### config.mk
export PLATFORM = sky130hd
export DESIGN_NAME = nibble_seq
export DESIGN_NICKNAME = d
export VERILOG_FILES = /design/src/rtl/nibble_seq.sv
export SDC_FILE = /design/constraint.sdc
export NUM_CORES = 1
export LEC_CHECK = 0
export CORE_MARGIN = 2
export CORE_UTILIZATION = 51
export CTS_CLUSTER_DIAMETER = 80
export DETAILED_ROUTE_END_ITERATION = 10
export PLACE_DENSITY = 0.85
export SYNTH_ARGS = -nofsm -noshare
export SYNTH_HDL_FRONTEND = slang
export SYNTH_SLANG_ARGS = --single-unit
### constraint.sdc
create_clock -name clk -period 6.26 [get_ports clk]
set_clock_uncertainty 0.05 [all_clocks]
set_input_delay 1.565 -clock clk [delete_from_list [all_inputs] [get_ports clk]]
set_output_delay 1.565 -clock clk [all_outputs]
set_load 0.01 [all_outputs]
### src/rtl/nibble_seq.sv
// nibble_seq: runs one W-bit operation as NIBBLES 4-bit slices through an external combinational ALU.
// Ports: clk, rst_n (sync, active-low); req_valid/req_ready/req_op/req_a/req_b request handshake;
// resp_valid/resp_ready/resp_res/resp_carry/resp_zero/resp_eq response handshake;
// alu_d1/alu_d2/alu_ctrl drive the external ALU slice, alu_res/alu_carry_out return from it the same cycle.
module nibble_seq #(
  parameter int NIBBLES = 4,
  localparam int W = 4 * NIBBLES
) (
  input  logic         clk,
  input  logic         rst_n,
  input  logic         req_valid,
  output logic         req_ready,
  input  logic [2:0]   req_op,
  input  logic [W-1:0] req_a,
  input  logic [W-1:0] req_b,
  output logic         resp_valid,
  input  logic         resp_ready,
  output logic [W-1:0] resp_res,
  output logic         resp_carry,
  output logic         resp_zero,
  output logic         resp_eq,
  output logic [3:0]   alu_d1,
  output logic [3:0]   alu_d2,
  output logic [4:0]   alu_ctrl,
  input  logic [3:0]   alu_res,
  input  logic         alu_carry_out
);
  typedef enum logic [1:0] {IDLE, RUN, DONE} state_t;
  localparam logic [2:0] OP_ADD = 3'd0, OP_SUB = 3'd1, OP_COMP = 3'd4, OP_RSHFT = 3'd7;
  localparam logic [3:0] CTRL [8] = '{4'b0000, 4'b1000, 4'b0100, 4'b1100, 4'b1000, 4'b0101, 4'b0110, 4'b0111};
  state_t state, state_n;
  logic [2:0] op_q, idx;
  logic [W-1:0] a_q, b_q, res_q, res_n;
  logic carry_q, last, arith, cin;
  logic [5:0] sh;
  assign req_ready = state == IDLE;
  assign resp_valid = state == DONE;
  assign resp_res = res_q;
  // Right shift walks down from the top slice, so each slice's shift-in bit is the LSB of the B nibble above it;
  // beyond the top of B the shift yields 0.
  always_comb begin
    sh = {1'b0, idx, 2'b00};
    last = op_q == OP_RSHFT ? idx == 3'd0 : idx == 3'(NIBBLES - 1);
    arith = op_q == OP_ADD || op_q == OP_SUB || op_q == OP_COMP;
    cin = op_q == OP_RSHFT ? 1'(b_q >> (sh + 6'd4)) : arith ? (idx == 3'd0 ? op_q == OP_SUB : carry_q) : 1'b0;
    res_n = (res_q & ~(W'(4'hf) << sh)) | (W'(alu_res) << sh);
    state_n = state == IDLE ? (req_valid ? RUN : IDLE) : state == RUN ? (last ? DONE : RUN) : (resp_ready ? IDLE : DONE);
    alu_d1 = state == RUN ? 4'(a_q >> sh) : 4'd0;
    alu_d2 = state == RUN ? 4'(b_q >> sh) : 4'd0;
    alu_ctrl = state == RUN ? {cin, CTRL[op_q]} : 5'd0;
  end
  always_ff @(posedge clk) begin
    if (!rst_n) begin
      state <= IDLE;
      res_q <= '0;
      carry_q <= 1'b0;
      idx <= 3'd0;
      resp_carry <= 1'b0;
      resp_zero <= 1'b0;
      resp_eq <= 1'b0;
    end else begin
      state <= state_n;
      if (state == IDLE && req_valid) begin
        op_q <= req_op;
        a_q <= req_a;
        b_q <= req_b;
        carry_q <= 1'b0;
        idx <= req_op == OP_RSHFT ? 3'(NIBBLES - 1) : 3'd0;
      end
      if (state == RUN) begin
        res_q <= res_n;
        carry_q <= alu_carry_out;
        idx <= op_q == OP_RSHFT ? idx - 3'd1 : idx + 3'd1;
        if (last) begin
          resp_carry <= arith ? alu_carry_out : op_q == OP_RSHFT && b_q[0];
          resp_zero <= res_n == '0;
          resp_eq <= op_q == OP_COMP && &res_n;
        end
      end
    end
  end
endmodule

**Yosys cells after proc, flatten, opt, wreduce, memory -nomap -nowiden**

Memory sizes are Yosys's and may differ from the RTL's.
Cells that the tools add are included.

- Add/sub/neg operators: 3
- $lt $le $gt $ge: 1
- Equal/unequal tests: 7
- Shift operators: 5
- Muxes and demuxes: 21
- Bitwise operators: 4
- Reductions and logical operators: 13

Operator list:

| cell | count |
|---|---|
| $shr A16 B5 Y4 | 2 |
| $and A16 B16 Y16 | 1 |
| $logic_not A16 Y1 | 1 |
| $mux W4 | 4 |
| $not A16 Y16 | 1 |
| $or A16 B16 Y16 | 1 |
| $reduce_and A16 Y1 | 1 |
| $shl A4 B5 Y16 | 1 |
| $shl A4 B5 Y16 const A | 1 |
| $shr A16 B6 Y1 | 1 |
| $mux W2 | 5 |
| $eq A3 B3 Y1 const B | 3 |
| $mux W3 | 3 |
| $mux W1 | 8 |
| $add A5 B3 Y6 const B | 1 |
| $logic_not A3 Y1 | 2 |
| $mux W5 | 1 |
| $ge A4 B4 Y1 const B | 1 |
| $not A3 Y4 | 1 |
| $reduce_and A2 Y1 | 2 |
| $add A3 B1 Y3 const B | 1 |
| $eq A3 B1 Y1 const B | 1 |
| $eq A3 B2 Y1 const B | 1 |
| $logic_and A1 B1 Y1 | 3 |
| 6 further kinds | 7 |

- Register bits after elaboration: 60
- Bits in read-only memories: 32
- Bits of input ports: 44
- Output and inout port bits: 34
- Logic and storage cells: 65
- Memories kept: 1

Memories:

| memory | words | width | read ports | clocked after memory_dff | wr ports | line | RTL |
|---|---|---|---|---|---|---|---|
| (name not given) | 8 | 4 | 1 | 0 | 0 | 50 | `alu_ctrl = state == RUN ? {cin, CTRL[op_q]} : 5'd0;` |

**Logic depth before layout (Yosys ltp)**

Gate-level depths: netlist (run 1).

- Depth in word-level cells: 6
- Depth in mapped cells: 8
- Depth with buffers taken out: 6

**Worst setup path after synthesis (run 1)**

OpenSTA, ideal clock, no wires.

- Path kind: reg-to-output
- Start point: reg idx[0]
- End point: out alu_ctrl[4]
- Arrival time: 1.348 ns
- Data required time: 4.645 ns
- Path slack: 3.297 ns
- Cell stages (with the launch flop): 6
- Path buffers: 1
- Cells stage by stage: dfxtp_1 -> buf_6 -> nor3_4 -> mux2_2 -> a22oi_1 -> nor2_1

- Longest elaborated chain between the ends: 5
- Elaborated cells between the ends (all ways): 7
- Classes of those cells: add/sub: 1; shift: 1; mux: 4; reduce/logical: 1

Ends and longest elaborated chain:

| item | line | RTL |
|---|---|---|
| start, declared | 32 | `logic [2:0] op_q, idx;` |
| start signal, assigned | 68 | `idx <= req_op == OP_RSHFT ? 3'(NIBBLES - 1) : 3'd0;` |
| start signal, assigned | 73 | `idx <= op_q == OP_RSHFT ? idx - 3'd1 : idx + 3'd1;` |
| parallel branches: the longest is 3 deep, another holds $add A5 B3 Y6 | n/a |  |
| $mux W1 * | 45 | `cin = op_q == OP_RSHFT ? 1'(b_q >> (sh + 6'd4)) : arith ? (idx == 3'd0 ? op_q == OP_SUB : carry_q) : 1'b0;` |
| $mux W5 * | 50 |  |
| end, declared | 24 | `output logic [4:0] alu_ctrl,` |

Every way passes the cells marked *.

**Worst setup path after layout (run 1)**

- Start point: reg idx[0]
- End point: out alu_d2[3]

- Longest elaborated chain between the ends: 2

Ends and longest elaborated chain:

| item | line | RTL |
|---|---|---|
| $shr A16 B5 Y4 | 49 | `alu_d2 = state == RUN ? 4'(b_q >> sh) : 4'd0;` |
| $mux W4 | 49 |  |
| end, declared | 23 | `output logic [3:0] alu_d2,` |

Every way passes these cells.

==> metrics.txt, run 1 <==
Mapped Area 0.00273 sq mm; GPL Wtd Cong 0.820; Worst Reg-to-Reg Cells 5; Max stage delay on crit path 0.94 ns; I/O Pins 78; total grt overflow 0; Hold Path Class reg -> reg; die area 0.00596 sq mm; post-CTS sizing 0; Synth area leaders edfxtp_1 38%, dfxtp_1 18%, mux2i_1 5.9%, mux4_2 4.9%, a211oi_1 3.8%; die width 77.2 um; Data required, critical path 4.64 ns; initial antenna violation count 0; fillers 383; setup TNS 0 ns; area taken by multi-input logic gates 0.00109 sq mm; Total Power 922 uW; maximum VDD drop 173 uV; RSZ-0062 raised after global routing no; H-Tree Depth 3; Worst Path Arrival 2.58 ns; Detail Route Antenna Nets 0; Clk Latency, worst-skew pair 0.33 ns; antenna cells 0; # hold bufs at CTS 0; DP HPWL 4.47 mm; hold depth 2; Worst Path Max Fanout 18; top achievable clock speed 0.238 GHz; share of the synthesized area in the top cell type 0.385; Vias 2074; grt met2 use 0.363; Period minus WS final 4.20 ns; Slew HR 0.368; Post-Syn Instances 223; Avg Inst Size Synth 12.2 sq um; final-report max-slew violation count 0; crit path kind reg -> out; clk sink count 60; launching element type of the critical path flip-flop; deepest clock path buffer count 2; Finished Core Util 0.720; Leakage 1.29 nW; Tcrit/Tclk final 0.670; DRT Pass-1 Iters 4; DRT iter0 DRCs 193; Total GRT Usage 0.224; Syn Nets 268; Worst setup EP type output pin; total wire length 6.23 mm; post-synthesis cell type count 39; post-route cell area 0.00370 sq mm; pwr dens 249 mW/mm^2; Buf+Inv Stages, Crit Path 1; Layout area overhead 35.5%; storage element area 0.00155 sq mm; CP top delay family flip-flops; Seq cells post-synth 60; Clock Pin Slew Worst Setup and Hold Paths 0.06 ns; Cell Chain, Critical Path mux4_1 > nor2b_1 > clkdlybuf4s50_1; vias in the first global route 2033; routed length per instance 16.6 um; met1 GRT Util 0.285; sequential-to-total area share from yosys stat 0.568; CTS tree done; clock root cell clkbuf_8; Post-CTS Setup Inserts 0; cell taking the most area after synthesis edfxtp_1; busiest layer in global routing met2; met3 global-route usage 0.0576; final-report setup violation count 0; Die H 77.2 um; vias per std cell 5.52; # DRC 0; max_cap viols 0; Min Hold Slack 0.411 ns; Nets 346; core footprint 0.00514 sq mm; Num CTS Buffers 9; status complete, no violations; Critical Path Stages 3; Placed Area 0.00353 sq mm; Slew @ Worst Pin 0.947 ns; global-route wire length before repair 10.2 mm; num rows 26; Port-buffer cells 77; pin count of the biggest net entering global routing 36; slowest cell on the critical path dfxtp_1; share of layout cells above drive strength 1 0.0980; final hold viol count 0; initial core utilization 0.531; yosys warns 0
## per-stage QoR
stage / setup slack [ns] / std cells
after global routing: 1.97 / 376
after global placement: 2.44 / 360
after CTS: 2.04 / 376
after floorplan: 3.30 / 223
final: 2.06 / 376
after detailed placement: 2.43 / 360
## cell usage in the layout, fill, tap and decap left out, types with 2 or more instances in the layout
cell and instances:
nand3_1 5, clkbuf_8 11, a21oi_1 12, a211oi_1 14, nand2b_1 3, mux4_2 6
mux2_2 3, inv_1 4, mux2i_1 16, dfxtp_1 25, o21ai_0 7, a22oi_1 3
and3_1 4, nor2_1 25, clkbuf_1 2, nor2b_1 10, clkdlybuf4s50_1 77, nand2_1 13
nor3_1 3, nand4_1 5, nor4_1 2, buf_4 2, edfxtp_1 35, clkinv_1 2
## cells by family (layout without fill, tap and decap cells)
kind of cell             count (synthesis)  after routing  share of synthesized area
XOR/XNOR                                 1              1                    0.00321
AO/OA/AOI/OAI                           40             40                     0.0962
adder cells (fa/ha/maj)                  1              1                    0.00733
flip-flops                              60             60                      0.568
multiplexers                            27             27                      0.135
buffers and inverters                   16             99                     0.0334
AND/OR/NAND/NOR                         78             78                      0.157
## state kept, by name, indices dropped and copies added, names as in the netlist
| signal | count |
|---|---|
| a_q | 16 |
| resp_zero | 1 |
| resp_res | 16 |
| resp_eq | 1 |
| op_q | 3 |
| resp_carry | 1 |
| carry_q | 1 |
| state | 2 |
| idx | 3 |
| b_q | 16 |
## tightest hold or removal path, cell delays in order (launching register included)
cell and delay (ns):
dfxtp_1 0.31, nand2_1 0.05, mux2i_1 0.05
## synthesized netlist by cell type (all sizes together)
master / number
edfxtp: 35
dfxtp: 25
nor2: 25
mux2i: 17
a211oi: 14
nand2: 13
a21oi: 12
nor2b: 10
buf: 7
mux4: 7
o21ai: 7
clkbuf: 5
nand3: 5
nand4: 5
and3: 4
inv: 4
nor3: 4
a22oi: 3
mux2: 3
nand2b: 3
nor3b: 3
nor4: 2
a2111oi: 1
a311oi: 1
and2: 1
fa: 1
nand3b: 1
o2111ai: 1
o21bai: 1
or2: 1
or4: 1
xor2: 1
## cell type report
cell class	count	share of cell area
clock buffers	13	0.0429
clock inverters	3	0.00338
multi-input cells	147	0.294
flip-flops and latches	60	0.419
well taps	70	0.0237
inverters	4	0.00406
repair buffers	79	0.212
## power by group
part | leakage (nW) | internal (mW) | total [mW] | switching, mW
logic | 0.669 | 0.0882 | 0.158 | 0.0700
clock network | 0.0885 | 0.162 | 0.303 | 0.141
registers | 0.529 | 0.440 | 0.461 | 0.0215
## path summary, 6_finish.rpt
check | from | endpoint | slack (ns)
max | idx[0]$_SDFFE_PN0P_ | alu_d2[3] | 2.06
min | resp_zero$_SDFFE_PN0P_ | resp_zero$_SDFFE_PN0P_ | 0.41
max reg2reg | idx[0]$_SDFFE_PN0P_ | resp_zero$_SDFFE_PN0P_ | 3.52
min reg2reg | resp_zero$_SDFFE_PN0P_ | resp_zero$_SDFFE_PN0P_ | 0.41
## routing by layer
metal  vias up  routed length [um]  part of all wire
li1        993                   -                 -
met1      1004                2590              0.42
met2        65                3120              0.50
met3        12                 390             0.063
met4         0                 126             0.020
met5         -                   0                 0
Power figures use the tool's default switching activity.
==> inputs of run 2 (changes only) <==
--- a/config.mk
+++ b/config.mk
@@ -6,10 +6,10 @@
 export NUM_CORES = 1
 export LEC_CHECK = 0
 export CORE_MARGIN = 2
-export CORE_UTILIZATION = 51
+export CORE_UTILIZATION = 43
 export CTS_CLUSTER_DIAMETER = 80
 export DETAILED_ROUTE_END_ITERATION = 10
-export PLACE_DENSITY = 0.85
+export PLACE_DENSITY = 0.76
 export SYNTH_ARGS = -nofsm -noshare
 export SYNTH_HDL_FRONTEND = slang
 export SYNTH_SLANG_ARGS = --single-unit
==> constraint.sdc (replaced) <==
create_clock -name clk -period 3.38 [get_ports clk]
set_clock_uncertainty 0.05 [all_clocks]
set_input_delay 0.845 -clock clk [delete_from_list [all_inputs] [get_ports clk]]
set_output_delay 0.845 -clock clk [all_outputs]
set_load 0.01 [all_outputs]
==> run 2 against run 1 <==
Cell area is 1.3% higher. Clock power increased by 96%. Die area up 18%. Clock-buffer cell count shrank 4. Register-to-register slack worse by 2.7 ns. Sequential power is 83% higher. Core utilization is 12 points lower. First-iteration DRC count shrank 20%. Combinational power rose by 94%. Flip-flop and latch count unchanged. Critical endpoint unchanged.
==> metrics.txt, run 2 (synthesis gave the netlist of run 1 again) <==
max_cap viols 0 (unchanged); CTS tree done; Worst setup EP type output pin; wl on met1 2.62 mm (+0.97%); Nets 350 (+1.2%); Period minus WS final 3.17 ns; initial core utilization 0.438 (-0.0938); Clock Pin Slew Worst Setup and Hold Paths 0.07 ns (about the same); maximum VDD drop 369 uV (+110%); Placed Area 0.00357 sq mm (+1.1%); num rows 29 (+12%); final-report setup violation count 0 (unchanged); initial antenna violation count 0 (unchanged); most common cell after layout, fill and taps aside clkdlybuf4s50_1; Post-CTS Setup Inserts 0 (unchanged); Slew HR 0.497 (+0.129); Die H 83.7 um (+8.4%); DP HPWL 4.48 mm (+0.25%); most frequent cells in the layout 77 x clkdlybuf4s50_1, 35 x edfxtp_1, 25 x nor2_1, 25 x dfxtp_1, 16 x mux2i_1; deepest clock path buffer count 2 (unchanged); launching element type of the critical path flip-flop; # DRC 0 (unchanged); Clk Latency, worst-skew pair 0.33 ns (about the same); Total GRT Usage 0.183 (-0.0419); Slew @ Worst Pin 0.749 ns (-0.198 ns); status complete, no violations; Leakage 1.32 nW (+2.3%); vias per std cell 5.33 (-3.5%); Detail Route Antenna Nets 0 (unchanged); clk sink count 60 (unchanged); Finished Core Util 0.601 (-0.119); top sig layer met4; total wire length 6.03 mm (-3.2%); Min Hold Slack 0.417 ns (+0.00611 ns); GPL Wtd Cong 0.852 (+3.9%); Worst Path Arrival 2.27 ns (-0.31 ns); total grt overflow 0 (unchanged); final-report max-slew violation count 0 (unchanged); Num CTS Buffers 9 (unchanged); DRT Pass-1 Iters 4 (unchanged); share of layout cells above drive strength 1 0.116 (+0.0181); die width 83.7 um (+8.4%); routed length per instance 15.6 um (-6.0%); vias in the first global route 2017 (-0.79%); die area 0.00701 sq mm (+18%); pwr dens 465 mW/mm^2 (+87%); Met3 Routed Length 329 um (-16%); Worst Path Max Fanout 7 (-11); DRT iter0 DRCs 155 (-20%); RSZ-0062 raised after global routing no; final hold viol count 0 (unchanged); H-Tree Depth 3 (unchanged); crit path kind reg -> out; Vias 2061 (-0.63%); clock root cell clkbuf_8; I/O Pins 78 (unchanged); setup TNS 0 ns (unchanged); post-route cell area 0.00375 sq mm (+1.3%); pin count of the biggest net entering global routing 36 (unchanged); DR WL met2 2.92 mm (-6.6%); Hold Path Class reg -> reg; antenna cells 0 (unchanged); Tcrit/Tclk final 0.937; R2R setup slack 0.87 ns (-2.65 ns); core footprint 0.00624 sq mm (+21%); Total Power 1.74 mW (+89%); # hold bufs at CTS 0 (unchanged); global-route wire length before repair 9.85 mm (-3.1%); top achievable clock speed 0.316 GHz; Port-buffer cells 77 (unchanged); Data required, critical path 2.48 ns (-2.16 ns); post-CTS sizing 0 (unchanged); Layout area overhead 37.2%
## run 2: cell count changes in the layout (fill, tap and decap cells not counted), sizes merged
cell / delta
buf: +4
clkinv: +3
bufinv: +1
clkbuf: -4
## run 2: final timing paths
kind                           from  cells past startpoint                      to
max             idx[0]$_SDFFE_PN0P_                      4               alu_d2[3]
min          resp_zero$_SDFFE_PN0P_                      2  resp_zero$_SDFFE_PN0P_
max reg2reg     idx[1]$_SDFFE_PN0P_                      5  resp_zero$_SDFFE_PN0P_
min reg2reg  resp_zero$_SDFFE_PN0P_                      2  resp_zero$_SDFFE_PN0P_
## run 2: where the power goes
part,switching [mW],internal (mW)
clock network,0.264,0.330
logic,0.136,0.169
registers,0.0313,0.814
total,0.431,1.31
## run 2: cell type report
type / count / area [sq um]
Clock buffer: 9 / 124
Inverter: 4 / 15.0
Tap cell: 77 / 96.3
Fill cell: 500 / 2490
Clock inverter: 7 / 57.6
Multi-Input combinational cell: 147 / 1090
Timing Repair Buffer: 83 / 816
Sequential cell: 60 / 1550
## run 2: stage by stage
stage	setup slack, ns	cells
3_5_place_dp	0.561	371
2_1_floorplan	1.14	223
4_1_cts	0.203	387
5_1_grt	0.0574	387
3_3_place_gp	0.568	371
6_report	0.213	387
## run 2: layer usage
layer | up-vias | GRT usage
li1 | 1001 | -
met1 | 980 | 0.233
met2 | 66 | 0.285
met3 | 14 | 0.0455
met4 | 0 | 0.101
met5 | - | 0
## run 2: critical path, cell delays in order (launching register included)
cell             delay [ns]
dfxtp_1                0.53
buf_4                  0.23
mux4_1                 0.53
nor2b_1                0.15
clkdlybuf4s50_1        0.50
==> inputs of run 3 (changes only) <==
==> constraint.sdc (replaced) <==
create_clock -name clk -period 3.38 [get_ports clk]
set_clock_uncertainty 0.05 [all_clocks]
set_input_delay 0.845 -clock clk [delete_from_list [all_inputs] [get_ports clk]]
set_output_delay 0.845 -clock clk [all_outputs]
set_load 0.005 [all_outputs]
==> run 3 against run 2 <==
Routed wire length up 1.2%. Worst hold slack worse by 0.0056 ns. Clock power down 11%. Critical endpoint is now alu_ctrl[4].
==> metrics.txt, run 3 (synthesis gave the netlist of run 1 again) <==
Data required, critical path 2.48 ns (about the same); Tcrit/Tclk final 0.928 (-0.00921); core footprint 0.00624 sq mm (unchanged); Period minus WS final 3.14 ns (-0.0311 ns); final-report max-slew violation count 0 (unchanged); num rows 29 (unchanged); GPL Wtd Cong 0.827 (-3.0%); crit path kind reg -> out; H-Tree Depth 3 (unchanged); Min Hold Slack 0.412 ns (-0.00561 ns); Placed Area 0.00357 sq mm (unchanged); fillers 514 (+2.8%); most common cell after layout, fill and taps aside clkdlybuf4s50_1; die width 83.7 um (unchanged); maximum VDD drop 240 uV (-35%); DRT iter0 DRCs 151 (-2.6%); share of layout cells above drive strength 1 0.113 (-0.00323); Worst Path Max Fanout 15 (+8); post-CTS sizing 0 (unchanged); Psw 428 uW (-0.68%); max_cap viols 0 (unchanged); Vias 2080 (+0.92%); final hold viol count 0 (unchanged); Die H 83.7 um (unchanged); Slew HR 0.500 (+0.00318); setup ws final 0.244 ns (+0.0311 ns); Total GRT Usage 0.184 (+0.00132); Switching Fraction 0.256 (+0.00894); initial antenna violation count 0 (unchanged); Leakage 1.29 nW (-1.6%); launching element type of the critical path flip-flop; die area 0.00701 sq mm (unchanged); Port-buffer cells 77 (unchanged); deepest clock path buffer count 2 (unchanged); top achievable clock speed 0.319 GHz (+0.99%); Layout area overhead 36.5%; Slew @ Worst Pin 0.745 ns (-0.00473 ns); clk sink count 60 (unchanged); DP HPWL 4.49 mm (+0.19%); most frequent cells in the layout 77 x clkdlybuf4s50_1, 35 x edfxtp_1, 25 x nor2_1, 25 x dfxtp_1, 16 x mux2i_1; combinational cell fraction of total power 0.177 (+0.002); Clk Latency, worst-skew pair 0.33 ns (about the same); Post-CTS Setup Inserts 0 (unchanged); Flop pwr share 0.505 (+0.020); CTS tree done; CP top delay family flip-flops; setup TNS 0 ns (unchanged); Inst Count DP 371 (unchanged); Max stage delay on crit path 0.77 ns (+0.24 ns); clock root cell clkbuf_8; clock power share 0.318 (-0.022); Buf+Inv Stages, Crit Path 1 (-1); Worst Path Arrival 2.24 ns (-0.03 ns); slowest cell on the critical path dfxtp_1; I/O Pins 78 (unchanged); Cell Chain, Critical Path mux2i_1 > o21ai_0 > a22oi_1 > nor2_1 > clkdlybuf4s50_1; routed length per instance 15.8 um (+1.2%); final-report setup violation count 0 (unchanged); # DRC 0 (unchanged); post-route insts no fill 387 (unchanged); global-route wire length before repair 9.94 mm (+0.84%); Hold Path Class reg -> reg; Total Power 1.67 mW (-4.1%); DP Worst Slack 0.595 ns (+0.0341 ns); vias per std cell 5.37 (+0.92%); pwr dens 449 mW/mm^2 (-3.6%); post-route cell area 0.00373 sq mm (-0.57%); initial core utilization 0.438 (unchanged); DRT Pass-1 Iters 4 (unchanged); antenna cells 0 (unchanged); total grt overflow 0 (unchanged); Worst setup EP type output pin; vias in the first global route 2082 (+3.2%); status complete, no violations; Nets 350 (unchanged); Detail Route Antenna Nets 0 (unchanged); total wire length 6.10 mm (+1.2%); Num CTS Buffers 9 (unchanged); # hold bufs at CTS 0 (unchanged); Clock Pin Slew Worst Setup and Hold Paths 0.07 ns (about the same); Finished Core Util 0.597 (-0.00341); RSZ-0062 raised after global routing no; pin count of the biggest net entering global routing 36 (unchanged); Int Power 1.24 mW (-5.3%)
-- run 3: cell type report --
| type | instances | area, sq um | area share |
|---|---|---|---|
| sequential | 60 | 1550 | 0.416 |
| multi-input combinational | 147 | 1090 | 0.292 |
| timing repair buffer | 83 | 816 | 0.219 |
| clock buffer | 11 | 131 | 0.0352 |
| tap | 77 | 96.3 | 0.0258 |
| clock inverter | 5 | 28.8 | 0.00772 |
| inverter | 4 | 15.0 | 0.00403 |
-- run 3: power by group through the flow --
stage               clock, mW  sequential [mW]  combinational [mW]
floorplan                   0            0.848               0.164
global placement            0            0.859               0.291
detailed placement          0            0.861               0.296
CTS                     0.545            0.845               0.298
global route            0.576            0.850               0.323
finish                  0.531            0.845               0.296
-- run 3: layer usage --
metal | global-route usage | wire length [um] | vias up
li1 | - | - | 1004
met1 | 0.222 | 2570 | 1001
met2 | 0.300 | 3080 | 64
met3 | 0.0376 | 304 | 11
met4 | 0.116 | 152 | 0
met5 | 0 | 0 | -
-- run 3: worst min-delay path: stages, from the launching register on --
cell and delay, ns:
dfxtp_1 0.31, nand2_1 0.05, mux2i_1 0.05
-- run 3: worst paths after layout --
kind / startpoint / to / slack [ns] / cells after the start
worst max register to register: idx[1]$_SDFFE_PN0P_ / resp_zero$_SDFFE_PN0P_ / 0.86 / 5
worst min-delay path: resp_zero$_SDFFE_PN0P_ / resp_zero$_SDFFE_PN0P_ / 0.41 / 2
worst min register to register: resp_zero$_SDFFE_PN0P_ / resp_zero$_SDFFE_PN0P_ / 0.41 / 2
worst max-delay path: idx[1]$_SDFFE_PN0P_ / alu_ctrl[4] / 0.24 / 5
